`src/rtl/multicycle_control_unit_if.sv`:
```
// Shared instruction encodings and the control-unit <-> datapath/memory bundle.
// The control unit drives the master modport; the datapath side uses slave.
package cpu_types_pkg;

  typedef enum logic [5:0] {
    RTYPE = 6'h00, J     = 6'h02, JAL   = 6'h03, BEQ   = 6'h04, BNE  = 6'h05,
    ADDIU = 6'h09, SLTI  = 6'h0A, SLTIU = 6'h0B, ANDI  = 6'h0C, ORI  = 6'h0D,
    XORI  = 6'h0E, LUI   = 6'h0F, LW    = 6'h23, SW    = 6'h2B, HALT = 6'h3F
  } opcode_t;

  typedef enum logic [5:0] {
    SLL  = 6'h00, SRL = 6'h02, JR  = 6'h08, ADDU = 6'h21, SUBU = 6'h23,
    AND  = 6'h24, OR  = 6'h25, XOR = 6'h26, NOR  = 6'h27, SLT  = 6'h2A,
    SLTU = 6'h2B
  } funct_t;

  typedef enum logic [3:0] {
    ALU_SLL, ALU_SRL, ALU_ADD, ALU_SUB, ALU_AND,
    ALU_OR, ALU_XOR, ALU_NOR, ALU_SLT, ALU_SLTU
  } aluop_t;

  typedef enum logic [2:0] {
    FETCH  = 3'd0, DECODE = 3'd1, EXEC = 3'd2,
    MEM    = 3'd3, WB     = 3'd4, HALTED = 3'd5
  } state_t;

endpackage

interface multicycle_control_unit_if;
  import cpu_types_pkg::*;

  logic [31:0] imemload;
  logic        ihit;
  logic        dhit;
  logic        zero;
  logic [31:0] ir;
  logic        imemREN;
  logic        dmemREN;
  logic        dmemWEN;
  logic        ir_wen;
  logic        mdr_wen;
  logic        rf_wen;
  logic        pc_wen;
  logic [4:0]  wsel;
  aluop_t      alu_op;
  logic [1:0]  alu_src;
  logic [1:0]  wdat_sel;
  logic [1:0]  pc_sel;
  logic [2:0]  state;
  logic        halt;
  logic        memerr;
  logic        illegal;

  modport master (
    input  imemload, ihit, dhit, zero,
    output ir, imemREN, dmemREN, dmemWEN, ir_wen, mdr_wen, rf_wen, pc_wen,
           wsel, alu_op, alu_src, wdat_sel, pc_sel, state, halt, memerr, illegal
  );

  modport slave (
    output imemload, ihit, dhit, zero,
    input  ir, imemREN, dmemREN, dmemWEN, ir_wen, mdr_wen, rf_wen, pc_wen,
           wsel, alu_op, alu_src, wdat_sel, pc_sel, state, halt, memerr, illegal
  );

endinterface

```
`src/rtl/multicycle_control_unit.sv`:
```
// Multicycle MIPS-subset control FSM: FETCH/DECODE/EXEC/MEM/WB with a memory
// wait-state watchdog and sticky halt/memerr/illegal status.
module multicycle_control_unit
  import cpu_types_pkg::*;
#(
  parameter int unsigned MAX_WAIT     = 16,
  parameter bit          TRAP_ILLEGAL = 1'b1
) (
  input logic                       CLK,
  input logic                       nRST,
  multicycle_control_unit_if.master cu
);

  typedef enum logic [3:0] {
    C_ALU, C_LUI, C_LW, C_SW, C_BEQ, C_BNE, C_J, C_JAL, C_JR, C_HALT, C_ILL
  } iclass_t;

  state_t      state, next_state;
  logic [31:0] ir_q;
  logic [7:0]  wait_cnt;
  logic        memerr_q, illegal_q;
  logic        set_memerr, set_illegal;
  logic        last_wait;

  opcode_t     opcode;
  funct_t      funct;
  iclass_t     cls;
  logic        is_rtype;

  assign opcode    = opcode_t'(ir_q[31:26]);
  assign funct     = funct_t'(ir_q[5:0]);
  assign is_rtype  = (ir_q[31:26] == 6'h00);
  assign last_wait = (wait_cnt == 8'(MAX_WAIT - 1));

  // Instruction class and ALU control depend on ir alone, so the ALU setting
  // stays stable through MEM/WB for datapaths without a result register.
  always_comb begin
    // NOTE: every combinational output gets a default first so no path can infer a latch.
    cls        = C_ILL;
    cu.alu_op  = ALU_ADD;
    cu.alu_src = 2'd0;
    case (opcode)
      RTYPE: begin
        case (funct)
          SLL:  begin cls = C_ALU; cu.alu_op = ALU_SLL;  cu.alu_src = 2'd3; end
          SRL:  begin cls = C_ALU; cu.alu_op = ALU_SRL;  cu.alu_src = 2'd3; end
          ADDU: begin cls = C_ALU; cu.alu_op = ALU_ADD;  end
          SUBU: begin cls = C_ALU; cu.alu_op = ALU_SUB;  end
          AND:  begin cls = C_ALU; cu.alu_op = ALU_AND;  end
          OR:   begin cls = C_ALU; cu.alu_op = ALU_OR;   end
          XOR:  begin cls = C_ALU; cu.alu_op = ALU_XOR;  end
          NOR:  begin cls = C_ALU; cu.alu_op = ALU_NOR;  end
          SLT:  begin cls = C_ALU; cu.alu_op = ALU_SLT;  end
          SLTU: begin cls = C_ALU; cu.alu_op = ALU_SLTU; end
          JR:   cls = C_JR;
          default: cls = C_ILL;
        endcase
      end
      ADDIU: begin cls = C_ALU; cu.alu_op = ALU_ADD;  cu.alu_src = 2'd1; end
      ANDI:  begin cls = C_ALU; cu.alu_op = ALU_AND;  cu.alu_src = 2'd2; end
      ORI:   begin cls = C_ALU; cu.alu_op = ALU_OR;   cu.alu_src = 2'd2; end
      XORI:  begin cls = C_ALU; cu.alu_op = ALU_XOR;  cu.alu_src = 2'd2; end
      SLTI:  begin cls = C_ALU; cu.alu_op = ALU_SLT;  cu.alu_src = 2'd1; end
      SLTIU: begin cls = C_ALU; cu.alu_op = ALU_SLTU; cu.alu_src = 2'd1; end
      LUI:   cls = C_LUI;
      LW:    begin cls = C_LW; cu.alu_op = ALU_ADD; cu.alu_src = 2'd1; end
      SW:    begin cls = C_SW; cu.alu_op = ALU_ADD; cu.alu_src = 2'd1; end
      BEQ:   begin cls = C_BEQ; cu.alu_op = ALU_SUB; end
      BNE:   begin cls = C_BNE; cu.alu_op = ALU_SUB; end
      J:     cls = C_J;
      JAL:   cls = C_JAL;
      HALT:  cls = C_HALT;
      default: cls = C_ILL;
    endcase
  end

  always_comb begin
    next_state  = state;
    set_memerr  = 1'b0;
    set_illegal = 1'b0;
    cu.imemREN  = 1'b0;
    cu.dmemREN  = 1'b0;
    cu.dmemWEN  = 1'b0;
    cu.ir_wen   = 1'b0;
    cu.mdr_wen  = 1'b0;
    cu.rf_wen   = 1'b0;
    cu.pc_wen   = 1'b0;
    cu.wsel     = 5'd0;
    cu.wdat_sel = 2'd0;
    cu.pc_sel   = 2'd0;
    case (state)
      FETCH: begin
        cu.imemREN = 1'b1;
        if (cu.ihit) begin
          cu.ir_wen  = 1'b1;
          next_state = DECODE;
        end else if (last_wait) begin
          next_state = HALTED;
          set_memerr = 1'b1;
        end
      end
      DECODE: begin
        case (cls)
          C_HALT: next_state = HALTED;
          C_J: begin
            cu.pc_wen = 1'b1; cu.pc_sel = 2'd2; next_state = FETCH;
          end
          C_JAL: begin
            cu.pc_wen = 1'b1; cu.pc_sel = 2'd2;
            cu.rf_wen = 1'b1; cu.wsel = 5'd31; cu.wdat_sel = 2'd3;
            next_state = FETCH;
          end
          C_JR: begin
            cu.pc_wen = 1'b1; cu.pc_sel = 2'd3; next_state = FETCH;
          end
          C_ILL: begin
            if (TRAP_ILLEGAL) begin
              next_state  = HALTED;
              set_illegal = 1'b1;
            end else begin
              cu.pc_wen  = 1'b1;
              next_state = FETCH;
            end
          end
          default: next_state = EXEC;
        endcase
      end
      EXEC: begin
        case (cls)
          C_BEQ: begin
            cu.pc_wen = 1'b1; cu.pc_sel = cu.zero ? 2'd1 : 2'd0; next_state = FETCH;
          end
          C_BNE: begin
            cu.pc_wen = 1'b1; cu.pc_sel = cu.zero ? 2'd0 : 2'd1; next_state = FETCH;
          end
          C_LW, C_SW: next_state = MEM;
          default:    next_state = WB;
        endcase
      end
      MEM: begin
        cu.dmemREN = (cls == C_LW);
        cu.dmemWEN = (cls != C_LW);
        if (cu.dhit) begin
          if (cls == C_LW) begin
            cu.mdr_wen = 1'b1; next_state = WB;
          end else begin
            cu.pc_wen = 1'b1; next_state = FETCH;
          end
        end else if (last_wait) begin
          next_state = HALTED;
          set_memerr = 1'b1;
        end
      end
      WB: begin
        cu.wsel     = is_rtype ? ir_q[15:11] : ir_q[20:16];
        cu.wdat_sel = (cls == C_LW) ? 2'd1 : (cls == C_LUI) ? 2'd2 : 2'd0;
        cu.rf_wen   = 1'b1;
        cu.pc_wen   = 1'b1;
        next_state  = FETCH;
      end
      HALTED:  next_state = HALTED;
      default: next_state = FETCH;
    endcase
  end

  // The watchdog restarts on every state change, so each FETCH/MEM visit gets
  // its own MAX_WAIT budget.
  always_ff @(posedge CLK or negedge nRST) begin
    if (!nRST) begin
      // NOTE: ir is reset too so DECODE never sees X after an early abort.
      state     <= FETCH;
      ir_q      <= '0;
      wait_cnt  <= '0;
      memerr_q  <= 1'b0;
      illegal_q <= 1'b0;
    end else begin
      // NOTE: non-blocking assignments keep all state updates on the same edge.
      state <= next_state;
      if (cu.ir_wen) ir_q <= cu.imemload;
      if (next_state != state) wait_cnt <= '0;
      else if (state == FETCH || state == MEM) wait_cnt <= wait_cnt + 8'd1;
      if (set_memerr)  memerr_q  <= 1'b1;
      if (set_illegal) illegal_q <= 1'b1;
    end
  end

  assign cu.ir      = ir_q;
  assign cu.state   = state;
  assign cu.halt    = (state == HALTED);
  assign cu.memerr  = memerr_q;
  assign cu.illegal = illegal_q;

endmodule

```
`src/flat_wrapper.sv`:
```
// flat-port wrapper written by rule: the top's interface ports become plain ports
module multicycle_control_unit_flat import cpu_types_pkg::*;
#(
  parameter int unsigned MAX_WAIT     = 16,
  parameter bit          TRAP_ILLEGAL = 1'b1
)
  (CLK, nRST, cu_imemload, cu_ihit, cu_dhit, cu_zero, cu_ir, cu_imemREN, cu_dmemREN, cu_dmemWEN, cu_ir_wen, cu_mdr_wen, cu_rf_wen, cu_pc_wen, cu_wsel, cu_alu_op, cu_alu_src, cu_wdat_sel, cu_pc_sel, cu_state, cu_halt, cu_memerr, cu_illegal);
  multicycle_control_unit_if cu_i ();
  input logic CLK;
  input logic nRST;
  input wire logic [$bits(cu_i.imemload)-1:0] cu_imemload;
  input wire logic [$bits(cu_i.ihit)-1:0] cu_ihit;
  input wire logic [$bits(cu_i.dhit)-1:0] cu_dhit;
  input wire logic [$bits(cu_i.zero)-1:0] cu_zero;
  output wire logic [$bits(cu_i.ir)-1:0] cu_ir;
  output wire logic [$bits(cu_i.imemREN)-1:0] cu_imemREN;
  output wire logic [$bits(cu_i.dmemREN)-1:0] cu_dmemREN;
  output wire logic [$bits(cu_i.dmemWEN)-1:0] cu_dmemWEN;
  output wire logic [$bits(cu_i.ir_wen)-1:0] cu_ir_wen;
  output wire logic [$bits(cu_i.mdr_wen)-1:0] cu_mdr_wen;
  output wire logic [$bits(cu_i.rf_wen)-1:0] cu_rf_wen;
  output wire logic [$bits(cu_i.pc_wen)-1:0] cu_pc_wen;
  output wire logic [$bits(cu_i.wsel)-1:0] cu_wsel;
  output wire logic [$bits(cu_i.alu_op)-1:0] cu_alu_op;
  output wire logic [$bits(cu_i.alu_src)-1:0] cu_alu_src;
  output wire logic [$bits(cu_i.wdat_sel)-1:0] cu_wdat_sel;
  output wire logic [$bits(cu_i.pc_sel)-1:0] cu_pc_sel;
  output wire logic [$bits(cu_i.state)-1:0] cu_state;
  output wire logic [$bits(cu_i.halt)-1:0] cu_halt;
  output wire logic [$bits(cu_i.memerr)-1:0] cu_memerr;
  output wire logic [$bits(cu_i.illegal)-1:0] cu_illegal;
  assign cu_i.imemload = cu_imemload;
  assign cu_i.ihit = cu_ihit;
  assign cu_i.dhit = cu_dhit;
  assign cu_i.zero = cu_zero;
  assign cu_ir = cu_i.ir;
  assign cu_imemREN = cu_i.imemREN;
  assign cu_dmemREN = cu_i.dmemREN;
  assign cu_dmemWEN = cu_i.dmemWEN;
  assign cu_ir_wen = cu_i.ir_wen;
  assign cu_mdr_wen = cu_i.mdr_wen;
  assign cu_rf_wen = cu_i.rf_wen;
  assign cu_pc_wen = cu_i.pc_wen;
  assign cu_wsel = cu_i.wsel;
  assign cu_alu_op = cu_i.alu_op;
  assign cu_alu_src = cu_i.alu_src;
  assign cu_wdat_sel = cu_i.wdat_sel;
  assign cu_pc_sel = cu_i.pc_sel;
  assign cu_state = cu_i.state;
  assign cu_halt = cu_i.halt;
  assign cu_memerr = cu_i.memerr;
  assign cu_illegal = cu_i.illegal;
  multicycle_control_unit #(.MAX_WAIT(MAX_WAIT), .TRAP_ILLEGAL(TRAP_ILLEGAL)) u_core (.CLK(CLK), .nRST(nRST), .cu(cu_i));
endmodule
```
`config.mk`:
```
export PLATFORM = sky130hd
export DESIGN_NAME = multicycle_control_unit_flat
export DESIGN_NICKNAME = d
export VERILOG_FILES = /design/src/rtl/multicycle_control_unit_if.sv /design/src/rtl/multicycle_control_unit.sv /design/src/flat_wrapper.sv
export SDC_FILE = /design/constraint.sdc
export NUM_CORES = 1
export LEC_CHECK = 0
export CAP_MARGIN = 20
export CORE_ASPECT_RATIO = 1.2
export CORE_MARGIN = 2
export CORE_UTILIZATION = 35
export CTS_CLUSTER_SIZE = 24
export DETAILED_ROUTE_END_ITERATION = 16
export GPL_TIMING_DRIVEN = 1
export PLACE_DENSITY_LB_ADDON = 0.25
export SYNTH_ARGS = -nofsm -noshare
export SYNTH_HDL_FRONTEND = slang
export SYNTH_SLANG_ARGS = --single-unit
export TNS_END_PERCENT = 5
```
`constraint.sdc`:
```
create_clock -name CLK -period 2.2 [get_ports CLK]
set_input_delay 0.33 -clock CLK [delete_from_list [all_inputs] [get_ports CLK]]
set_output_delay 0.33 -clock CLK [all_outputs]
set_load 0.01 [all_outputs]
```
Word level (Yosys, flattened, before mapping)
Cells that the tools add are included.

word-level totals
  output and inout bits = 60
  bits in registers = 45
  logic and storage cells = 112
  bits of input ports = 37

operators by class
  reduce and logical (&&, ||, !) cells = 16
  add/subtract/negate cells = 1
  muxes and demuxes = 48
  eq/ne operators = 42

operators by type and width
  operator               count
  $eq A6 B6 Y1 const B   11
  $eq A6 B4 Y1 const B   8
  $pmux W4 S10           1
  $pmux W4 S9            1
  $pmux W4 S7            1
  $mux W1                20
  $eq A6 B2 Y1 const B   3
  $eq A4 B3 Y1 const B   4
  $mux W8                2
  $pmux W2 S2            4
  $pmux W3 S5            1
  $eq A4 B4 Y1 const B   3
  $eq A6 B3 Y1 const B   2
  $logic_not A6 Y1       2
  $mux W3                4
  $pmux W3 S2            2
  $reduce_or A2 Y1       6
  $mux W5                2
  $pmux W5 S2            1
  $reduce_or A10 Y1      1
  $add A8 B1 Y8 const B  1
  $eq A4 B2 Y1 const B   2
  $eq A8 B4 Y1 const B   1
  $mux W2                4
  other kinds (16)       20

Logic depth before layout (Yosys ltp)
Gate-level depths: netlist of the first run.

  word-level depth = 10
  depth in mapped cells = 8
  mapped depth without buffers = 7

Least setup slack after synthesis of the first run
No wires, ideal clock.

  path kind = reg2out
  start = register u_core.ir_q[30], in the netlist u_core.cu.ir[30]
  end = output cu_pc_wen
  path buffers = 2
  data required time = 1.870 ns
  data arrival time = 1.817 ns
  setup slack = 0.053 ns
  stages on the path, launching flop included = 9
  cell sequence = dfrtp_1 buf_6 nor4_4 nand2_2 buf_6 a311oi_2 a31oi_1 nor3_2 a221o_1

between the ends
  cells in the longest elaborated chain, start to end = 7

RTL lines
  item                                                      RTL line                        source
  from (decl)                                               multicycle_control_unit.sv:19   logic [31:0] ir_q;
  from (signal assigned)                                    multicycle_control_unit.sv:179  if (cu.ir_wen) ir_q <= cu.imemload;
  $eq A6 B4 Y1                                              multicycle_control_unit.sv:42   case (opcode)
  $reduce_or A6 Y1 (no line)                                -
  $pmux W4 S10 (*)                                          multicycle_control_unit.sv:42
  $eq A4 B3 Y1, or another cell as far along                multicycle_control_unit.sv:103  case (cls)
  $reduce_or A3 Y1 (no line), or another cell as far along  -
  $mux W1, on equally long branches                         -
  $pmux W1 S4 (*)                                           multicycle_control_unit.sv:91   case (state)
  to (decl)                                                 flat_wrapper.sv:22              output wire logic [$bits(cu_i.pc_wen)-1:0] cu_pc_wen;

Every way passes the cells marked *; elsewhere a longest branch is shown, timed or not.

Worst setup path in the final report of the first run
  start = register u_core.ir_q[0], in the netlist u_core.cu.ir[0]
  end = output cu_pc_wen

between the ends
  cells in the longest elaborated chain, start to end = 8

RTL lines
  item                                                      RTL line                        source
  $eq A6 B2 Y1, or another cell as far along                multicycle_control_unit.sv:44   case (funct)
  $reduce_or A10 Y1 (no line)                               -
  $pmux W4 S2 (*)                                           multicycle_control_unit.sv:44
  $pmux W4 S10 (*)                                          multicycle_control_unit.sv:42
  $eq A4 B3 Y1, or another cell as far along                multicycle_control_unit.sv:103
  $reduce_or A3 Y1 (no line), or another cell as far along  -
  $mux W1, on equally long branches                         -
  $pmux W1 S4 (*)                                           multicycle_control_unit.sv:91

Marked as above.

==> results.ini, run 1 <==
[run_status]
status=finished, violations left
violations=negative setup slack

[global_routing]
overflow=0
grt_pass1_vias=2691
antenna_found_initial=0
grt_max_degree=35
grt_pass1_wl_mm=12.85
grt_usage=0.1903

[yosys]
syn_nets=297
synth_compound_area_frac=0.1517
synth_cell_types=58
synth-edff-count=0
synth-main-ff-cell=dfrtp_1
postSynthAreaPerCell_um2=10.26
syn_area_um2=2656
ys_seq_area_frac=0.4239
synth_top_family_by_area=simple AND/OR/NAND/NOR gates
yosys_warnings=0
synth_seq_cells=45
netlist_instances=259
async_flop_share=1.000
synth.area.mux_share=0.1498
synth_xor_area_frac=0.02967
synthAdderAreaFrac=0.004710
synth_simple_gate_area_frac=0.1865

[drt]
finalWirelength_mm=7.858
viasPerCell=5.092
drtIter0Drc=103
ant_nets=0
firstDrtPassIters=4
vias=2612
drc_errors=0
wire_per_inst_um=15.32

[timing]
hold_viol=0
rsz0062_at_grt=true
fin_skew_ns=0.006177
slew_headroom=0.7081
tightest_slew_ns=0.4379
max_freq_mhz=400.8
min_period_ns=2.495
setup-tns-final_ns=-1.668
finalWorstSetupSlack_ns=-0.2948
setup_viol=13
slew_viol_final=0
post-route-period-util=1.134

[final_layout]
layout_common_cells=75 x clkdlybuf4s50_1, 75 x buf_4, 40 x dfrtp_1
nNetsFinal=460
stdcell_count=513
nFillCells=658
final_layout_size_suffix_gt1_frac=0.4043
antenna_cells=0
syn_to_final_growth_pct=64.11

[placed_design]
routabilityCongestion=0.8699
dp_worst_setup_slack_ns=-0.3437
place_hpwl_mm=5.908
io_buffers=96
dp_cells=494

[setup_path]
path_class=register to primary output
path_buf_inv=1
critPathTopFamily=compound AO/OA/AOI/OAI gates
cp_max_fo=2
cpMaxStageDelayCell=or3_4
cp.arrival_ns=2.16
max_stage_delay_ns=0.41
cp-end-kind=primary output
crit_path_cell_trace=or3_4, a211oi_4, a311oi_2, a31oi_2, nor3_2, a221o_1, buf_2
setup.worst_path.start_class=register
worst_ep_required_time_ns=1.87

[job]
maxCapViolCount=0

[clocking]
cts_sinks=45
cts_tree=built
cts_max_level=2
root_buffer=clkbuf_8
clk_path_buf_depth=2
cts_inserted_buffers=5
clk_latency_ns=0.31
path_clk_slew_ns=0.10

[floorplan]
rows=34
pin_count=97
die_area_um2=8305
die_h_um=99.43
dieWidth_um=83.53
initial_utilization=0.3630
coreArea_um2=7317

[pwr]
p_clk_frac=0.375
total_power_mw=1.466
ir_drop_mv=0.2809
power_density_nw_per_um2=336.4
swShare=0.2383
p_leak_nw=2.027
p_sw_mw=0.3494
p_seq_frac=0.563
p_comb_frac=0.062
intPower_mw=1.117

[worst_hold_path]
hold_class=register to register

[layer usage]
layer  global-route usage  routed length (um)  part of all wire
met1               0.2386                3403              0.43
met2               0.3362                3953              0.50
met3              0.04398                 423             0.054
met4              0.04218                  77            0.0098
met5                    0                   0                 0
[registers in the layout, indices dropped and copies added, names as in the netlist]
signal and cells:
u_core.cu.illegal 1, u_core.cu.state 3, u_core.cu.ir 32, u_core.wait_cnt 8, u_core.cu.memerr 1
[final cells by class]
type / count / area [um^2] / share of cell area
Tap cell: 90 / 112.6 / 0.02583
Sequential cell: 45 / 1132 / 0.2598
Inverter: 5 / 18.77 / 0.004305
Clock buffer: 5 / 68.82 / 0.01579
Multi-Input combinational cell: 191 / 1513 / 0.3470
Timing Repair Buffer: 174 / 1489 / 0.3416
Clock inverter: 3 / 25.02 / 0.005741
[stage by stage]
| stage | hold WS, ns | utilization | instance area, um^2 |
|---|---|---|---|
| floorplan | 0.03441 | - | 2656 |
| global placement | 0.2937 | 0.5626 | 4116 |
| detailed placement | 0.2945 | 0.5626 | 4116 |
| CTS | 0.4723 | 0.5824 | 4262 |
| global route | 0.5006 | 0.5958 | 4359 |
| finish | 0.4725 | 0.5958 | 4359 |
[cell families (layout without fill, tap and decap cells)]
| group | Yosys count | in the layout |
|---|---|---|
| flip-flops | 45 | 45 |
| multiplexers | 36 | 36 |
| XOR/XNOR | 9 | 9 |
| AO/OA/AOI/OAI | 55 | 55 |
| AND/OR/NAND/NOR | 90 | 90 |
| adder cells (fa/ha/maj) | 1 | 1 |
| buffers and inverters | 23 | 187 |
[synth_stat cells, types with 3 or more instances]
master | number | area, um^2
and3_1 | 4 | 25.02
inv_1 | 5 | 18.77
mux2i_1 | 6 | 60.06
nor3_1 | 4 | 20.02
o21ai_0 | 16 | 80.08
buf_4 | 6 | 45.04
nand2_1 | 17 | 63.81
nand3_1 | 11 | 55.05
nand2b_1 | 4 | 25.02
nor2_1 | 22 | 82.58
buf_2 | 9 | 45.04
buf_6 | 3 | 33.78
a21oi_1 | 5 | 25.02
nand4_1 | 5 | 31.28
o22ai_1 | 4 | 25.02
o41ai_1 | 5 | 43.79
dfrtp_1 | 45 | 1126
xnor2_1 | 7 | 61.31
nor2b_1 | 3 | 18.77
and2_1 | 3 | 18.77
mux2_2 | 30 | 337.8
[worst paths after layout]
check / startpoint / slack (ns) / depth (start not counted) / end
min in group asynchronous: nRST / 0.49 / 2 / u_core.wait_cnt[4]
setup reg to reg: u_core.cu.ir[29] / 0.16 / 7 / u_core.cu.state[1]
max in group asynchronous: nRST / 1.11 / 3 / u_core.cu.ir[29]
hold / removal: u_core.cu.illegal / 0.47 / 1 / u_core.cu.illegal
setup / recovery: u_core.cu.ir[0] / -0.29 / 7 / cu_pc_wen
hold reg to reg: u_core.cu.illegal / 0.47 / 1 / u_core.cu.illegal
[power groups by stage]
stage / combinational (mW) / clock (mW) / sequential (mW)
final: 0.0909 / 0.549 / 0.826
after global routing: 0.100 / 0.598 / 0.827
after CTS: 0.0925 / 0.571 / 0.826
after detailed placement: 0.0905 / 0 / 0.843
after global placement: 0.0894 / 0 / 0.843
after floorplan: 0.00532 / 0 / 0.843
[what timing repair did]
action | in CTS | in global routing
endpoints found under the setup margin | 21 | 20
resized for setup | 93 | 20
buffers inserted | 5 | 5
hold endpoints to repair | 16 | 0
hold buffers | 1 | 0
pin swaps | 10 | 7
(Power assumes the default switching activity.)
==> inputs of run 2 (changes only) <==
Settings changed: ABC_CLOCK_PERIOD_IN_PS set to 2200, DONT_BUFFER_PORTS set to 1.
==> results.ini, run 2 (synthesized netlist as in run 1, its figures left out) <==
[run_status]
status=finished, violations left
violations=negative setup slack

[setup_path]
r2r_end=u_core.cu.state[1]
setup.worst_path.start_class=register
r2r_start=u_core.cu.ir[30]
ff2ff_path_depth=8  ; +1
cp-end-kind=primary output
cp.arrival_ns=2.14  ; -0.02 ns
path_class=register to primary output
cpMaxStageDelayCell=dfrtp_2
critPathTopFamily=simple AND/OR/NAND/NOR gates
crit_path_cell_trace=nor4_4, nand2_2, buf_4, a311o_2, o21ai_2, nand4b_1, o21ai_1, buf_4
rrSetupSlack_ns=0.09  ; -0.07 ns
cp_max_fo=4  ; +2
crit_top_cell=buf_4
critPathLaunch=u_core.cu.ir[30]
worst_ep_required_time_ns=1.87  ; about the same
max_stage_delay_ns=0.44  ; +0.03 ns
path_buf_inv=2  ; +1

[global_routing]
grt_usage=0.1634  ; -0.02691
grt_max_degree=46  ; +31%
overflow=0  ; unchanged
antenna_found_initial=0  ; unchanged
grt_pass1_wl_mm=10.92  ; -15%
grt_pass1_vias=2158  ; -20%

[floorplan]
dieWidth_um=83.53  ; unchanged
initial_utilization=0.3630  ; unchanged
die_area_um2=8305  ; unchanged
pin_count=97  ; unchanged
die_h_um=99.43  ; unchanged
rows=34  ; unchanged
coreArea_um2=7317  ; unchanged

[timing]
tightest_slew_ns=0.5562  ; +0.1184 ns
post-route-period-util=1.121  ; -0.01261
hold_viol=0  ; unchanged
setup-tns-final_ns=-1.145  ; +0.5229 ns
setup_viol=7  ; -6
slew_headroom=0.6292  ; -0.07892
slew_viol_final=0  ; unchanged
min_period_ns=2.467  ; -0.02774 ns
fin_skew_ns=0.005544  ; -0.0006328 ns
finalWorstSetupSlack_ns=-0.2671  ; +0.02774 ns
max_freq_mhz=405.3  ; +1.1%
rsz0062_at_grt=true

[drt]
firstDrtPassIters=5  ; +1
viasPerCell=5.553  ; +9.1%
wire_per_inst_um=18.00  ; +18%
vias=2188  ; -16%
ant_nets=0  ; unchanged
drtIter0Drc=90  ; -13%
finalWirelength_mm=7.092  ; -9.7%
drc_errors=0  ; unchanged

[placed_design]
dp_cells=375  ; -24%
routabilityCongestion=0.8712  ; +0.15%
io_buffers=0  ; -100%
place_hpwl_mm=5.193  ; -12%
dp_worst_setup_slack_ns=0.05262  ; +0.3963 ns

[worst_hold_path]
min_to=u_core.cu.ir[26]
min_from=cu_imemload[26]
worstHoldPathCells=2  ; +1
hold_class=input pin to register

[final_layout]
final_common_cell=buf_4
nFillCells=720  ; +9.4%
syn_to_final_growth_pct=25.77
ff_latch_area_um2=1136  ; +0.33%
nNetsFinal=341  ; -26%
stdcell_count=394  ; -23%
final_layout_size_suffix_gt1_frac=0.4375  ; +0.03324
antenna_cells=0  ; unchanged
layout_common_cells=53 x buf_4, 37 x dfrtp_1, 30 x mux2_2
utilization=0.4566  ; -0.1392
multi_input_area_um2=1523  ; +0.66%
largest_reg_flops=32  ; unchanged

[clocking]
cts_max_level=2  ; unchanged
cts_sinks=45  ; unchanged
root_buffer=clkbuf_8
path_clk_slew_ns=0.09  ; about the same
clk_latency_ns=0.30  ; about the same
cts_inserted_buffers=5  ; unchanged
cts_tree=built
clk_path_buf_depth=2  ; unchanged

[pwr]
p_leak_nw=1.593  ; -21%
power_density_nw_per_um2=451.4  ; +34%
ir_drop_mv=0.2163  ; -23%

[job]
maxCapViolCount=0  ; unchanged

==> run 2: cell type report <==
cell class / count / share of cell area
Tap cell: 90 / 0.03371
Multi-Input combinational cell: 191 / 0.4558
Inverter: 5 / 0.005618
Clock buffer: 5 / 0.02060
Timing Repair Buffer: 55 / 0.1303
Clock inverter: 3 / 0.01386
Sequential cell: 45 / 0.3401
==> run 2: repair_timing <==
action                                  4_1_cts  5_1_grt
endpoints found under the setup margin       16       17
buffers inserted                              0        9
pin swaps                                     0        9
gates resized for setup                      13       23
hold buffers                                  2        0
hold endpoints to repair                     45        0
==> run 2: per-stage QoR <==
step	power, mW	instance area, um^2	hold slack [ns]
finish	1.508	3341	0.1499
global route	1.555	3341	0.1554
CTS	1.530	3152	0.1411
detailed placement	0.8493	2977	0.03560
global placement	0.8494	2977	0.03560
floorplan	0.8484	2656	0.03441
==> run 2: worst max path at each step <==
stage / end / slack (ns) / cells past startpoint
floorplan: cu_pc_wen / 0.05 / 8
global placement: cu_wdat_sel[1] / 0.05 / 7
detailed placement: cu_wdat_sel[1] / 0.05 / 7
CTS: cu_pc_wen / -0.26 / 6
global route: cu_pc_wen / -0.36 / 5
finish: cu_wdat_sel[1] / -0.27 / 8
==> run 2: report_power, final <==
group / total [mW] / internal, mW / leakage, nW / switching (mW)
Sequential: 0.826 / 0.826 / 0.599 / 0
Combinational: 0.0307 / 0.00978 / 0.940 / 0.0209
Clock: 0.651 / 0.340 / 0.0543 / 0.311
Total: 1.51 / 1.18 / 1.59 / 0.332
==> run 2: per-layer routing <==
layer | wire length [um] | track usage
met1 | 2993 | 0.2021
met2 | 3559 | 0.2785
met3 | 468 | 0.05145
met4 | 71 | 0.04218
met5 | 0 | 0
